File: config.mk
export PLATFORM = sky130hd
export DESIGN_NAME = seq_match_ctrl
export DESIGN_NICKNAME = d
export VERILOG_FILES = /design/src/rtl/seq_match_ctrl.sv
export SDC_FILE = /design/constraint.sdc
export NUM_CORES = 1
export LEC_CHECK = 0
export ABC_AREA = 0
export CORE_ASPECT_RATIO = 0.75
export CORE_MARGIN = 4
export CORE_UTILIZATION = 40
export CTS_CLUSTER_SIZE = 30
export DETAILED_ROUTE_END_ITERATION = 8
export GPL_TIMING_DRIVEN = 1
export SLEW_MARGIN = 20
export SYNTH_ARGS = -nofsm -noshare
export SYNTH_HDL_FRONTEND = slang
export SYNTH_SLANG_ARGS = --single-unit
File: constraint.sdc
create_clock -name clk -period 2.8 [get_ports clk]
set_input_delay 0.56 -clock clk [delete_from_list [all_inputs] [get_ports clk]]
set_output_delay 0.56 -clock clk [all_outputs]
set_load 0.005 [all_outputs]
File: src/rtl/seq_match_ctrl.sv
// Serial bit-pattern matcher: counts matches of a configurable pattern until a target count.
// Optional macro SEQ_OVERLAP_EN keeps history/fill after a match so matches may overlap.
module seq_match_ctrl #(
  parameter int PAT_W = 8,
  parameter int CNT_W = 8
) (
  input  logic             clk,
  input  logic             reset,
  input  logic             cfg_valid,
  output logic             cfg_ready,
  input  logic [PAT_W-1:0] cfg_pattern,
  input  logic [3:0]       cfg_len,
  input  logic [CNT_W-1:0] cfg_target,
  input  logic             in_valid,
  input  logic             in,
  input  logic             abort,
  output logic             busy,
  output logic             match,
  output logic [CNT_W-1:0] match_cnt,
  output logic             done,
  output logic             err
);

  typedef enum logic [1:0] {IDLE, RUN, DONE} state_t;

  state_t           state;
  logic [PAT_W-1:0] pattern;
  logic [PAT_W-1:0] hist;
  logic [3:0]       len;
  logic [3:0]       fill;
  logic [CNT_W-1:0] target;

  logic [PAT_W-1:0] hist_shift;
  logic [3:0]       fill_inc;
  logic [CNT_W-1:0] cnt_inc;
  logic             hit;
  logic             cfg_legal;

  function automatic logic [3:0] sat_inc(input logic [3:0] v, input logic [3:0] lim);
    return (v < lim) ? v + 4'd1 : lim;
  endfunction

  function automatic logic [PAT_W-1:0] len_mask(input logic [3:0] l);
    logic [PAT_W-1:0] m;
    for (int i = 0; i < PAT_W; i++) m[i] = (i < int'(l));
    return m;
  endfunction

  always_comb begin
    hist_shift = {hist[PAT_W-2:0], in};
    fill_inc   = sat_inc(fill, len);
    cnt_inc    = match_cnt + CNT_W'(1);
    hit        = (fill_inc == len) && (((hist_shift ^ pattern) & len_mask(len)) == '0);
    cfg_legal  = (cfg_len != 4'd0) && (int'(cfg_len) <= PAT_W) && (cfg_target != '0);
  end

  assign cfg_ready = (state == IDLE);
  assign busy      = (state != IDLE);

  always_ff @(posedge clk or posedge reset) begin
    if (reset) begin
      state     <= IDLE;
      pattern   <= '0;
      hist      <= '0;
      len       <= 4'd0;
      fill      <= 4'd0;
      target    <= '0;
      match     <= 1'b0;
      done      <= 1'b0;
      match_cnt <= '0;
      err       <= 1'b0;
    end else begin
      match <= 1'b0;
      done  <= 1'b0;
      case (state)
        IDLE: begin
          if (cfg_valid) begin
            if (cfg_legal) begin
              pattern   <= cfg_pattern;
              len       <= cfg_len;
              target    <= cfg_target;
              hist      <= '0;
              fill      <= 4'd0;
              match_cnt <= '0;
              err       <= 1'b0;
              state     <= RUN;
            end else begin
              err <= 1'b1;
            end
          end
        end
        RUN: begin
          // abort takes priority over a match landing on the same edge
          if (abort) begin
            state <= IDLE;
          end else if (in_valid) begin
            hist <= hist_shift;
            fill <= fill_inc;
            if (hit) begin
              match     <= 1'b1;
              match_cnt <= cnt_inc;
`ifdef SEQ_OVERLAP_EN
`else
              fill      <= 4'd0;
`endif
              if (cnt_inc == target) begin
                done  <= 1'b1;
                state <= DONE;
              end
            end
          end
        end
        DONE: state <= IDLE;
        default: state <= IDLE;
      endcase
    end
  end

endmodule

After elaboration in Yosys (flattened, before gate mapping)
Cells that the tools add are included.
W data, S select, Z words.
- flip-flop bits (word level): 44
- bits of input ports: 26
- output and inout bits: 13
- logic and storage cells: 82
- add/sub/neg operators: 2
- $lt $le $gt $ge: 10
- eq/ne operators: 11
- muxes and demuxes: 33
- bitwise logic cells: 2
- reductions and logical operators: 14
- operator list (cell ; count):
    $mux W8 ; 5
    $mux W4 ; 6
    $lt A3 B4 Y1 const A ; 4
    $pmux W8 S2 ; 1
    $mux W7 ; 2
    $pmux W7 S2 ; 1
    $mux W2 ; 6
    $mux W1 ; 10
    $reduce_and A5 Y1 ; 2
    $ne A3 B3 Y1 const B ; 3
    $add A8 B1 Y8 const B ; 1
    $and A8 B8 Y8 ; 1
    $eq A8 B8 Y1 ; 1
    $logic_not A8 Y1 ; 1
    $lt A1 B4 Y1 const A ; 2
    $lt A2 B4 Y1 const A ; 2
    $ne A2 B2 Y1 const B ; 4
    $pmux W4 S2 ; 1
    $reduce_bool A8 Y1 ; 1
    $xor A8 B8 Y8 ; 1
    $reduce_and A6 Y1 ; 1
    $add A4 B1 Y4 const B ; 1
    $eq A4 B4 Y1 ; 1
    $le A4 B4 Y1 const B ; 1
    other kinds (10) ; 13

Depth between registers and ports, before layout
- depth in word-level cells: 8
- gate-level depth with buffers: 8
- mapped depth without buffers: 7

Worst setup path before layout
OpenSTA, ideal clock, no wires.
- path kind: reg-to-reg
- start point: register match_cnt[0]
- end point: register state[0]
- setup time: 0.124 ns
- arrival time: 2.318 ns
- data required time: 2.676 ns
- slack: 0.358 ns
- cell stages (with the launch flop): 8
- path buffers: 0
- period minus slack after synthesis: 2.442 ns
- cells stage by stage: dfrtp_1 -> ha_1 -> nand2b_1 -> a21oi_1 -> a31oi_1 -> or4_1 -> or4_4 -> o31a_1
- longest elaborated chain between the ends: 4
- RTL lines (element ; RTL line ; RTL):
    start: declaration ; 19 ; output logic [CNT_W-1:0] match_cnt,
    start signal: assignment ; 101 ; match_cnt <= cnt_inc;
    $add A8 B1 Y8 ; 52 ; cnt_inc = match_cnt + CNT_W'(1);
    $eq A8 B8 Y1 ; 106 ; if (cnt_inc == target) begin
    $ne A3 B3 Y1 (no line) ; -- ;
    $reduce_and A5 Y1 (no line) ; -- ;
    end signal: assignment ; 108 ; state <= DONE;
    end signal: assignment ; 113 ; DONE: state <= IDLE;
    end signal: assignment ; 114 ; default: state <= IDLE;
    end: declaration ; 26 ; state_t state;
Every way passes these cells.
A chain may end at the register's enable or synchronous reset.

Final worst setup path
Ends and elaborated chain as after synthesis.

==> flow_summary.ini <==
[run_status]
status = finished, final reports clean

[floorplanning]
chipWidth_um = 98.8
initial_core_util_pct = 41.8
num_rows = 24
die_area_mm2 = 0.00752
die_h_um = 76.1
core_mm2 = 0.00592
ios = 39

[synth]
muxShareOfSynthArea_pct = 0.810
synth_cell_types = 43
synth-adder-area-share_pct = 2.53
synth-xor-area-share_pct = 8.50
synth_top_area_share_pct = 44.5
synth_most_common_cell = nand2_1
synth.avg_cell_area_um2 = 8.47
synth_ff_type = dfrtp_1
synth_async_sr_flop_share_pct = 100
synth_compound_area_share_pct = 14.3
syn-num-nets = 323
ys_top_cells_by_area = dfrtp_1 (45%), nand2_1 (13%), xnor2_1 (6.7%)
syn_area_mm2 = 0.00247
ys_seq_area_share_pct = 44.5
synth_edf_count = 0
yosys.area_share.simple_pct = 24.3
syn-instance-count = 292
synthTopCellsByCount = nand2_1 (83), dfrtp_1 (44), o21ai_0 (21), xnor2_1 (19), inv_1 (13)
synth-seq-cells = 44
yosysWarnings = 0
yosys.area.top_type = dfrtp_1
synth_top_family_by_area = simple AND/OR/NAND/NOR gates

[setup_path]
path_delay_family = simple AND/OR/NAND/NOR gates
cp_slowest_cell = or4_4
worstPathRequired_ns = 2.99
cp_cell_sequence = ha_1, nand2b_1, a21oi_1, a31oi_1, or4_1, or4_4, o31a_1
crit_fanout = 6
startpoint_type = flop
worstPathArrival_ns = 2.79
cp-end-kind = flop
path_class = reg2reg
worst-path-buf-inv = 0
r2r_slack_ns = 0.20
critPathMaxStageDelay_ns = 0.54

[clock_network]
hold_buffers = 0
insertion_delay_ns = 0.30
cts-root-buf = clkbuf_8
clockBufferDepth = 2
cts_max_level = 2
cts_tree = built
cts_buffers = 5
clkTransAtPathRegs_ns = 0.08
postCtsSetupBuffers = 0
ctsResizeCount = 0
clkSinkCount = 44

[cells_and_area]
final_layout_size_suffix_gt1_share_pct = 7.49
multiInputGateArea_mm2 = 0.00125
diodes = 0
fill_cells = 587
final_nets = 365
area_growth_pct = 25.0
final_cells = 412
register_area_mm2 = 0.00110

[grt]
antenna_found_initial = 0
grtUsageTotal_pct = 16.4
grt_pass1_vias = 2020
grt_pass1_wl_um = 10000
grt_max_degree = 19
grt_overflow_total = 0

[sta]
finalSetupTns_ns = 0
worstMarginPinSlew_ns = 0.414
slew_violations = 0
fin_crit_ns = 2.60
rsz0062_at_grt = no
setup_viol = 0
fin_crit_sh_pct = 93.0
relSlewSlack_pct = 72.3
fmaxAchievable_ghz = 0.384
finClkSkew_ns = 0.00740
finalHoldViolations = 0

[place]
gp_congestion = 0.889
io_buffers = 38
dp_hpwl_um = 4570
dp_cells = 405

[route]
wl_per_cell_um = 14.2
dr.pass1.iters = 4
vias = 2125
drtIter0Drc = 69
drc = 0
routed_wl_um = 5860
ant_nets = 0
drt-vias-per-instance = 5.16

[power_and_ir_drop]
ir_drop_mv = 0.230
p_leak_nw = 1.32
cellPowerDensity_mw_per_mm2 = 670
power_mw = 2.07

[worst_hold_path]
min_path_type = in2async

[run]
drv_cap = 0
[cell families after synthesis]
group | count (synthesis)
AO/OA/AOI/OAI | 58
XOR/XNOR | 24
adder cells (fa/ha/maj) | 5
buffers and inverters | 28
flip-flops | 44
multiplexers | 2
AND/OR/NAND/NOR | 131
[power by group]
part           switching [mW]  internal (mW)  leakage, nW  total [mW]
Clock                   0.216          0.351       0.0642       0.567
Sequential              0.123          0.741        0.576       0.864
Combinational           0.348          0.291        0.678       0.639
Total                   0.687           1.38         1.32        2.07
[cells in the final DEF (no fill, tap or decap), drive strengths merged, types with 6 or more instances in the layout]
master and count:
nand2 84, o211ai 6, clkdlybuf4s50 38, xnor2 19
a21oi 12, o21ai 21, inv 12, buf 11
or4 6, nor2 11, dfrtp 44, nand3 10
[final timing paths]
| kind | startpoint | to | cells after the start |
|---|---|---|---|
| min in group clk | pattern[3] | pattern[3] | 2 |
| setup reg to reg | match_cnt[0] | state[0] | 7 |
| hold reg to reg | pattern[3] | pattern[3] | 2 |
| hold / removal | reset | target[5] | 2 |
| max in group asynchronous | reset | match_cnt[3] | 3 |
| setup / recovery | match_cnt[0] | state[0] | 7 |
[sequential cells by signal, indices dropped and copies added (netlist names)]
signal     flops
done           1
hist           7
match_cnt      8
state          2
match          1
pattern        8
err            1
len            4
target         8
fill           4
[cell type report]
cell class | count | share of cell area [%]
clock inverters | 2 | 1.94
multi-input cells | 220 | 40.4
clock buffers | 5 | 2.23
flip-flops and latches | 44 | 35.6
inverters | 14 | 1.70
repair buffers | 49 | 15.0
well taps | 78 | 3.16
[stage by stage]
stage | area (um2) | hold slack [ns] | utilization, % | setup WS (ns)
after CTS | 3090 | 0.504 | 52.2 | 0.187
after detailed placement | 2960 | 0.487 | 50.1 | 0.185
after global placement | 2960 | 0.486 | 50.1 | 0.251
after global routing | 3090 | 0.517 | 52.2 | 0.0731
after floorplan | 2470 | 0.465 | - | 0.358
final | 3090 | 0.500 | 52.2 | 0.196
[layer usage]
metal  wire (um)  track usage [%]  share of wire [%]  vias up
li1            -                -                  -     1086
met1        3190             26.0                 54      965
met5           0                0                  0        -
met4          58             4.50               0.99        0
met2        2220             21.3                 38       69
met3         397             4.76                6.8        5
No activity file was read; power rests on OpenSTA's default activity.
